==> config.mk <==
export PLATFORM = sky130hd
export DESIGN_NAME = keypad_serial_tx
export DESIGN_NICKNAME = d
export VERILOG_FILES = /design/src/rtl/kb_serial_pkg.sv /design/src/rtl/kb_sync_fifo.sv /design/src/rtl/keypad_serial_tx.sv
export SDC_FILE = /design/constraint.sdc
export NUM_CORES = 1
export LEC_CHECK = 0
export ABC_CLOCK_PERIOD_IN_PS = 2250
export CAP_MARGIN = 20
export CORE_ASPECT_RATIO = 0.9
export CORE_MARGIN = 2
export CORE_UTILIZATION = 55
export CTS_CLUSTER_SIZE = 28
export DETAILED_ROUTE_END_ITERATION = 10
export GPL_TIMING_DRIVEN = 0
export PLACE_DENSITY = 0.8
export SLEW_MARGIN = 20
export SYNTH_ARGS = -nofsm -noshare
export SYNTH_HDL_FRONTEND = slang
export SYNTH_SLANG_ARGS = --single-unit
==> constraint.sdc <==
create_clock -name clk -period 2.25 [get_ports clk]
set_input_delay 0.3375 -clock clk [delete_from_list [all_inputs] [get_ports clk]]
set_output_delay 0.3375 -clock clk [all_outputs]
set_load 0.02 [all_outputs]
==> src/rtl/kb_serial_pkg.sv <==
`default_nettype none
// ============================================================================
// kb_serial_pkg : constants and FSM state type shared by keypad serial TX/RX
// Revision      : 1.0 - initial release
// ============================================================================
package kb_serial_pkg;

  typedef enum logic [1:0] {
    IDLE  = 2'd0,
    START = 2'd1,
    DATA  = 2'd2,
    GAP   = 2'd3
  } tx_state_t;

  localparam int KEY_W     = 4;
  localparam int FRAME_LEN = 1 + KEY_W;

endpackage : kb_serial_pkg
`default_nettype wire

==> src/rtl/kb_sync_fifo.sv <==
`default_nettype none
// ============================================================================
// kb_sync_fifo : small synchronous FIFO, head word decoded from stored state
// Revision     : 1.0 - initial release
// ============================================================================
module kb_sync_fifo #(
  parameter int WIDTH = 4,
  parameter int DEPTH = 2
) (
  input  logic             clk,
  input  logic             rst_n,
  input  logic             push,
  input  logic [WIDTH-1:0] push_data,
  input  logic             pop,
  output logic [WIDTH-1:0] head,
  output logic             full,
  output logic             empty
);

  localparam int PTR_W = (DEPTH > 1) ? $clog2(DEPTH) : 1;
  localparam int CNT_W = PTR_W + 1;

  logic [WIDTH-1:0] mem_q [DEPTH];
  logic [WIDTH-1:0] mem_d [DEPTH];
  logic [PTR_W-1:0] wr_ptr_q, wr_ptr_d;
  logic [PTR_W-1:0] rd_ptr_q, rd_ptr_d;
  logic [CNT_W-1:0] count_q, count_d;
  logic             do_push, do_pop;

  assign full  = (count_q == CNT_W'(DEPTH));
  assign empty = (count_q == '0);
  assign head  = mem_q[rd_ptr_q];

  always_comb begin
    // A push while full is refused even if a pop frees a slot on this edge.
    do_push  = push && !full;
    do_pop   = pop && !empty;
    mem_d    = mem_q;
    wr_ptr_d = wr_ptr_q;
    rd_ptr_d = rd_ptr_q;
    count_d  = count_q;
    if (do_push) begin
      mem_d[wr_ptr_q] = push_data;
      wr_ptr_d        = wr_ptr_q + PTR_W'(1);
    end
    if (do_pop) begin
      rd_ptr_d = rd_ptr_q + PTR_W'(1);
    end
    case ({do_push, do_pop})
      2'b10:   count_d = count_q + CNT_W'(1);
      2'b01:   count_d = count_q - CNT_W'(1);
      default: count_d = count_q;
    endcase
  end

  always_ff @(posedge clk) begin
    if (!rst_n) begin
      wr_ptr_q <= '0;
      rd_ptr_q <= '0;
      count_q  <= '0;
    end else begin
      wr_ptr_q <= wr_ptr_d;
      rd_ptr_q <= rd_ptr_d;
      count_q  <= count_d;
    end
  end

  always_ff @(posedge clk) begin
    mem_q <= mem_d;
  end

endmodule : kb_sync_fifo
`default_nettype wire

==> src/rtl/keypad_serial_tx.sv <==
`default_nettype none
// ============================================================================
// keypad_serial_tx : buffers scanner key codes and sends them as a KBinit
//                    start pulse followed by MSB-first data bits
// Revision         : 1.0 - initial release
// ============================================================================
module keypad_serial_tx
  import kb_serial_pkg::*;
#(
  parameter int DATA_W     = KEY_W,
  parameter int FIFO_DEPTH = 2,
  parameter int GAP_CYCLES = 2
) (
  input  logic              clk,
  input  logic              rst_n,
  input  logic [DATA_W-1:0] key_code,
  input  logic              key_valid,
  output logic              key_ready,
  output logic              KBinit,
  output logic              serialO,
  output logic              tx_busy,
  output logic              drop_pulse
);

  localparam int BIT_W = (DATA_W > 1) ? $clog2(DATA_W) : 1;
  localparam int GAP_W = $clog2(GAP_CYCLES + 1);

  tx_state_t         state_q, state_d;
  logic [DATA_W-1:0] shift_q, shift_d;
  logic [BIT_W-1:0]  bit_cnt_q, bit_cnt_d;
  logic [GAP_W-1:0]  gap_cnt_q, gap_cnt_d;
  logic              kbinit_q, kbinit_d;
  logic              serial_q, serial_d;
  logic              busy_q, busy_d;
  logic              drop_q, drop_d;

  logic              fifo_push, fifo_pop, fifo_full, fifo_empty;
  logic [DATA_W-1:0] fifo_head;

  assign key_ready = !fifo_full;
  assign fifo_push = key_valid && key_ready;

  kb_sync_fifo #(
    .WIDTH (DATA_W),
    .DEPTH (FIFO_DEPTH)
  ) u_fifo (
    .clk       (clk),
    .rst_n     (rst_n),
    .push      (fifo_push),
    .push_data (key_code),
    .pop       (fifo_pop),
    .head      (fifo_head),
    .full      (fifo_full),
    .empty     (fifo_empty)
  );

  always_comb begin
    state_d   = state_q;
    shift_d   = shift_q;
    bit_cnt_d = bit_cnt_q;
    gap_cnt_d = gap_cnt_q;
    fifo_pop  = 1'b0;
    case (state_q)
      IDLE: begin
        if (!fifo_empty) begin
          fifo_pop = 1'b1;
          shift_d  = fifo_head;
          state_d  = START;
        end
      end
      START: begin
        bit_cnt_d = BIT_W'(DATA_W - 1);
        state_d   = DATA;
      end
      DATA: begin
        if (bit_cnt_q == '0) begin
          gap_cnt_d = GAP_W'(GAP_CYCLES - 1);
          state_d   = GAP;
        end else begin
          bit_cnt_d = bit_cnt_q - BIT_W'(1);
        end
      end
      GAP: begin
        if (gap_cnt_q != '0) begin
          gap_cnt_d = gap_cnt_q - GAP_W'(1);
        end else if (!fifo_empty) begin
          fifo_pop = 1'b1;
          shift_d  = fifo_head;
          state_d  = START;
        end else begin
          state_d = IDLE;
        end
      end
      default: state_d = IDLE;
    endcase

    // Outputs are decoded from the next state so they register alongside it.
    kbinit_d = (state_d == START);
    serial_d = (state_d == DATA) ? shift_d[bit_cnt_d] : 1'b0;
    busy_d   = (state_d != IDLE);
    drop_d   = key_valid && !key_ready;
  end

  always_ff @(posedge clk) begin
    if (!rst_n) begin
      state_q   <= IDLE;
      shift_q   <= '0;
      bit_cnt_q <= '0;
      gap_cnt_q <= '0;
      kbinit_q  <= 1'b0;
      serial_q  <= 1'b0;
      busy_q    <= 1'b0;
      drop_q    <= 1'b0;
    end else begin
      state_q   <= state_d;
      shift_q   <= shift_d;
      bit_cnt_q <= bit_cnt_d;
      gap_cnt_q <= gap_cnt_d;
      kbinit_q  <= kbinit_d;
      serial_q  <= serial_d;
      busy_q    <= busy_d;
      drop_q    <= drop_d;
    end
  end

  assign KBinit     = kbinit_q;
  assign serialO    = serial_q;
  assign tx_busy    = busy_q;
  assign drop_pulse = drop_q;

endmodule : keypad_serial_tx
`default_nettype wire

==> results.json, run 1 <==
{
  "topRoutingLayerUsed": "met4",
  "syn_area_per_cell_sq_um": 9.89,
  "clkPwrFrac_pct": 14.8,
  "status": "completed",
  "cpMostUsedCell": "ha_1",
  "grt_pass1_wl_microns": 4240,
  "gr-total-overflow": 0,
  "final_antenna_net_count": 0,
  "synthTopCellsByArea": "dfxtp_1 28%, edfxtp_1 19%, ha_1 6.8%, nand2_1 3.8%, nor2_1 3.8%",
  "boundaryPins": 12,
  "drtIter0Drc": 14,
  "cts_tree": "yes",
  "post_synth_num_cell_types": 46,
  "synth_edf_count": 8,
  "synth_ff_type": "dfxtp_1",
  "pre_cts_ws_ns": 0.0533,
  "clkLatencyLatePin_ns": 0.32,
  "switching_power_uw": 555,
  "max_cap_violations": 0,
  "grt_pass1_vias": 977,
  "worstMarginPinSlew_ns": 0.484,
  "swShare_pct": 35.3,
  "cts_setup_buffers": 0,
  "p_leak_nw": 0.553,
  "firstDrtPassIters": 4,
  "path_clk_slew_ns": 0.13,
  "power_frac_comb_pct": 44.2,
  "max_slew_margin_pct": 67.7,
  "netlist_area_sq_um": 1300,
  "dp_hpwl_microns": 1890,
  "wl_per_cell_microns": 14.4,
  "power.density_nw_per_um2": 1050,
  "max_freq_ghz": 0.473,
  "instances_no_fill": 173,
  "dr_wl_met3_microns": 89,
  "cts.sinks": 26,
  "antennaDiodeCount": 0,
  "fillers": 170,
  "initial_core_util_pct": 58.9,
  "nets": 161,
  "final-hold-violation-count": 0,
  "ctsHtreeMaxLevel": 1,
  "start_kind": "register",
  "fp.coreArea_sq_um": 2200,
  "rows": 16,
  "slowest_delay_ns": 0.40,
  "die_w_microns": 55.2,
  "final-setup-viol-count": 0,
  "synthCells": 131,
  "final.setup.worst_slack_ns": 0.137,
  "die_area_sq_um": 2760,
  "p_int_mw": 1.02,
  "dpl.cell_count": 169,
  "yosysTopAreaCell": "dfxtp_1",
  "crit_fanout": 7,
  "antenna_found_initial": 0,
  "yosys.area.top_type_share_pct": 27.8,
  "crit_chain": "inv_1, ha_1, a21oi_2, or3_4, clkinv_4, ha_1, or3_1, a21oi_1",
  "synth_compound_area_share_pct": 17.3,
  "slew_viol_final": 0,
  "drive_above_1_share_pct": 18.5,
  "wl_met2_microns": 1250,
  "final_common_cell": "dfxtp_1",
  "total_power_mw": 1.57,
  "finalCritPeriodShare_pct": 93.9,
  "ir_drop_v": 0.000737,
  "clockBufferDepth": 2,
  "sequentialPowerShare_pct": 41.0,
  "rsz0062_at_grt": "false",
  "syn2layout_area_growth_pct": 15.3,
  "path_class": "register to register",
  "clockRootBuffer": "clkbuf_4",
  "yosysSeqAreaShare_pct": 46.3,
  "yosys.area_share.simple_pct": 17.8,
  "cts_buffers": 3,
  "drc_errors": 0,
  "grtUsageTotal_pct": 21.4,
  "required_ns": 2.51,
  "synthAdderAreaFrac_pct": 6.76,
  "synth_xor_xnor_area_share_pct": 2.70,
  "viasPerCell": 5.80,
  "final.hold.worst_slack_ns": 0.530,
  "synth_top_family_by_area": "simple AND/OR/NAND/NOR gates",
  "routed_wl_microns": 2480,
  "finalSetupTns_ns": 0,
  "fin_crit_ns": 2.11,
  "synthArstFlopShare_pct": 0,
  "hp-class": "register to register",
  "port_buffers": 11,
  "ys_warn_count": 0,
  "slowest_stage": "or3_4",
  "layout_common_cells": "16 x dfxtp_1, 13 x nand2_1, 13 x nor2_1, 11 x clkdlybuf4s50_1",
  "grt_max_degree": 15,
  "fp.dieH_microns": 50.1,
  "critPathCaptureType": "register",
  "drt-met1-wl_microns": 1130,
  "vias": 1004,
  "ys_seq_elements": 26,
  "final.setup_skew_ns": 0.00273,
  "synth_fp_nets": 145,
  "routabilityCongestion": 0.766,
  "critPathArrivalTime_ns": 2.37,
  "synthMuxAreaShare_pct": 4.25
}
[cell type report]
cell class	instances	area [sq um]	area share, %
Buffer	5	28.8	1.93
Clock buffer	4	36.3	2.43
Inverter	8	35.0	2.35
Multi-Input combinational cell	92	647	43.3
Sequential cell	26	603	40.4
Tap cell	27	33.8	2.26
Timing Repair Buffer	11	110	7.37
[worst max-delay path: cells and delay by family (launching register included)]
family                     cells  cell delay [ns]
and+or+nand+nor                2             0.77
adders and majority gates      2             0.56
DFF                            1             0.34
AOI/OAI and AO/OA              2             0.23
buffers and inverters          2             0.16
[through the flow]
| step | utilization [%] | instance area [sq um] |
|---|---|---|
| 2_1_floorplan | - | 1300 |
| 3_3_place_gp | 65.4 | 1440 |
| 3_5_place_dp | 65.4 | 1440 |
| 4_1_cts | 67.0 | 1480 |
| 5_1_grt | 67.8 | 1490 |
| 6_report | 67.8 | 1490 |
[path summary, 6_finish.rpt]
| kind | startpoint | end | slack, ns | cells past startpoint |
|---|---|---|---|---|
| min reg2reg | shift_q[2] | shift_q[2] | 0.53 | 2 |
| min | shift_q[2] | shift_q[2] | 0.53 | 2 |
| max reg2reg | gap_cnt_q[1] | u_fifo.count_q[1] | 0.14 | 8 |
| max | gap_cnt_q[1] | u_fifo.count_q[1] | 0.14 | 8 |
[layer usage]
metal	global-route usage, %	vias to the layer above
met5	0	-
met4	3.66	0
li1	-	495
met2	37.7	17
met1	25.3	490
met3	6.36	2
[logic make-up after synthesis]
kind of cell / after synthesis
adder cells (fa/ha/maj): 7
multiplexers: 5
XOR/XNOR: 4
buffers and inverters: 13
AND/OR/NAND/NOR: 44
flip-flops: 26
AO/OA/AOI/OAI: 32
[registers in the layout (all words and copies together), names as in the netlist]
register / flops
u_fifo.mem_q: 8
drop_pulse: 1
gap_cnt_q: 2
state_q: 2
shift_q: 4
bit_cnt_q: 2
tx_busy: 1
u_fifo.wr_ptr_q: 1
u_fifo.count_q: 2
serialO: 1
KBinit: 1
u_fifo.rd_ptr_q: 1
[timing repair]
action | 4_1_cts | 5_1_grt
hold buffers | 0 | 0
setup endpoints to repair | 0 | 1
resized for setup | 0 | 4
[cell usage after synthesis, drive strengths merged (2+ instances only)]
cell type and n:
a21oi 9, and2 2, and3 2, buf 4, clkinv 2, dfxtp 18, edfxtp 8, ha 7
inv 6, mux2 4, nand2 14, nand2b 3, nand3b 2, nor2 14, o21ai 9, o32ai 2
or3 3, xnor2 2, xor2 2
[power by group through the flow]
stage	Clock (mW)	Combinational, mW	Sequential, mW
finish	0.233	0.695	0.645
floorplan	0	0.505	0.659
CTS	0.244	0.677	0.643
global route	0.262	0.770	0.655
global placement	0	0.649	0.646
detailed placement	0	0.673	0.654
Note: power is estimated with default switching activity, not from simulation.
==> run 2, diff against run 1 <==
Settings changed: MAX_ROUTING_LAYER from default to met4.
==> results of run 2 <==
Final layout, timing and power as in run 1 (identical DEF).
Among the figures that moved: final weighted congestion in routability-driven placement 0.766 -> 0.777; overall routing resource usage 21.4% -> 22.0%
==> run 3, diff against run 2 <==
Settings changed: ABC_CLOCK_PERIOD_IN_PS 2250 to default, CORE_UTILIZATION 55 to 58, CTS_BUF_LIST from default to sky130_fd_sc_hd__clkbuf_8, PLACE_DENSITY 0.8 to 0.83.
==> run 3 against run 2 <==
  * Clock-buffer cell count did not move
  * Clock skew fell by 0.0010 ns
  * Clock power rose by 27%
  * Critical path type unchanged
  * Utilization rose by 3.1 points
  * Power rose by 5.1%
  * Sequential cell count did not move
  * Global-route usage fell by 0.18 points
  * Worst hold slack got worse by 0.025 ns
==> results.json, run 3 (same netlist as run 1, synthesis figures left out) <==
{
  "final.hold.worst_slack_ns": 0.504,
  "clockRootBuffer": "clkbuf_8",
  "slowest_delay_ns": 0.41,
  "clockBufferDepth": 2,
  "crit_fanout": 7,
  "use_met2_pct": 31.9,
  "die_w_microns": 53.8,
  "initial_core_util_pct": 60.5,
  "grtUsageTotal_pct": 21.8,
  "fp.coreArea_sq_um": 2140,
  "firstDrtPassIters": 4,
  "regArea_sq_um": 603,
  "drc_errors": 0,
  "drtIter0Drc": 47,
  "drive_above_1_share_pct": 19.9,
  "fin_crit_ns": 2.15,
  "cts_tree": "yes",
  "crit_chain": "inv_1, ha_4, or3_4, clkinv_4, ha_1, or3_1, a21oi_2",
  "boundaryPins": 12,
  "vias": 986,
  "ir_drop_v": 0.000951,
  "required_ns": 2.45,
  "worstMarginPinSlew_ns": 0.559,
  "start_kind": "register",
  "hp-class": "register to register",
  "cts.sinks": 26,
  "reg_top3": "u_fifo.mem_q x8, shift_q x4",
  "largest_register_ffs": 8,
  "dp_hpwl_microns": 1770,
  "gr-total-overflow": 0,
  "slowest_stage": "or3_4",
  "max_freq_ghz": 0.466,
  "antennaDiodeCount": 0,
  "top_register": "u_fifo.mem_q",
  "final_common_cell": "dfxtp_1",
  "critPathCaptureType": "register",
  "path_class": "register to register",
  "max_slew_margin_pct": 62.8,
  "grt.busiest_layer": "met2",
  "grt_max_degree": 15,
  "final_core_util_pct": 70.9,
  "viasPerCell": 5.70,
  "path_clk_slew_ns": 0.08,
  "port_buffers": 11,
  "met3_usage_pct": 6.44,
  "multi_input_area_sq_um": 653,
  "max_cap_violations": 0,
  "routabilityCongestion": 0.881,
  "nets": 161,
  "grt_pass1_wl_microns": 4080,
  "status": "completed",
  "final-setup-viol-count": 0,
  "critPathArrivalTime_ns": 2.35,
  "rsz0062_at_grt": "false",
  "rows": 16,
  "die_area_sq_um": 2630,
  "clkLatencyLatePin_ns": 0.27,
  "syn2layout_area_growth_pct": 17.2,
  "final.setup_skew_ns": 0.00168,
  "fillers": 164,
  "slew_viol_final": 0,
  "wl_per_cell_microns": 14.0,
  "final_antenna_net_count": 0,
  "power.density_nw_per_um2": 1090,
  "antenna_found_initial": 0,
  "fp.dieH_microns": 48.9,
  "p_leak_nw": 0.560,
  "grtUsageMet1_pct": 30.4,
  "finalCritPeriodShare_pct": 95.4,
  "grt_pass1_vias": 930,
  "cts_buffers": 3,
  "cts_setup_buffers": 0,
  "routed_wl_microns": 2430,
  "ctsHtreeMaxLevel": 1,
  "layout_common_cells": "16 x dfxtp_1, 13 x nand2_1, 13 x nor2_1, 11 x clkdlybuf4s50_1",
  "final-hold-violation-count": 0
}
## run 3: cell types whose count changed in the layout (fill, tap and decap cells not counted)
| cell | previous run | this run |
|---|---|---|
| clkbuf_4 | 3 | 0 |
| clkbuf_8 | 1 | 4 |
| a21oi_1 | 8 | 7 |
| a21oi_2 | 1 | 2 |
| ha_1 | 5 | 4 |
| ha_2 | 1 | 2 |
## run 3: final timing paths
path                            startpoint  cells after the start           endpoint  slack (ns)
worst min register to register  shift_q[2]                      2         shift_q[2]        0.50
worst max register to register  state_q[0]                      7  u_fifo.count_q[1]        0.10
worst max-delay path            state_q[0]                      7  u_fifo.count_q[1]        0.10
worst min-delay path            shift_q[2]                      2         shift_q[2]        0.50
## run 3: stage by stage
step                      instance area [sq um]  setup slack (ns)  cells  power [mW]  setup TNS [ns]
after CTS                                  1500            0.0166    173        1.63               0
after global placement                     1440             0.101    169        1.29               0
after global routing                       1520            0.0428    173        1.76               0
after floorplan                            1300             0.189    131        1.16               0
final                                      1520             0.104    173        1.65               0
after detailed placement                   1440           -0.0470    169        1.32         -0.0470
## run 3: cell type report
| type | instances | area share [%] |
|---|---|---|
| clock buffer | 4 | 3.62 |
| tap | 27 | 2.22 |
| multi-input combinational | 92 | 43.0 |
| buffer | 5 | 1.89 |
| inverter | 8 | 2.31 |
| timing repair buffer | 11 | 7.25 |
| sequential | 26 | 39.7 |
## run 3: timing repair
action / CTS / global route
pin swaps: 0 / 0
setup endpoints to repair: 1 / 1
resized for setup: 3 / 3
hold buffers: 0 / 0
## run 3: metal layers
layer	up-vias	routed length, microns
met5	-	0
met4	0	12
met3	2	166
met2	40	1210
met1	451	1030
li1	493	-
## run 3: worst max-delay path: cells and delay by family (launching register included)
family	cells	cell delay (ns)
AND/OR/NAND/NOR	2	0.82
adder cells (fa/ha/maj)	2	0.52
flip-flops	1	0.38
buffers and inverters	2	0.20
AO/OA/AOI/OAI	1	0.16
## run 3: where the power goes
group / leakage, nW / total [mW] / switching (mW) / internal (mW)
Clock: 0.0288 / 0.296 / 0.139 / 0.156
Combinational: 0.308 / 0.713 / 0.386 / 0.327
Sequential: 0.223 / 0.645 / 0.0514 / 0.593
Total: 0.560 / 1.65 / 0.577 / 1.08
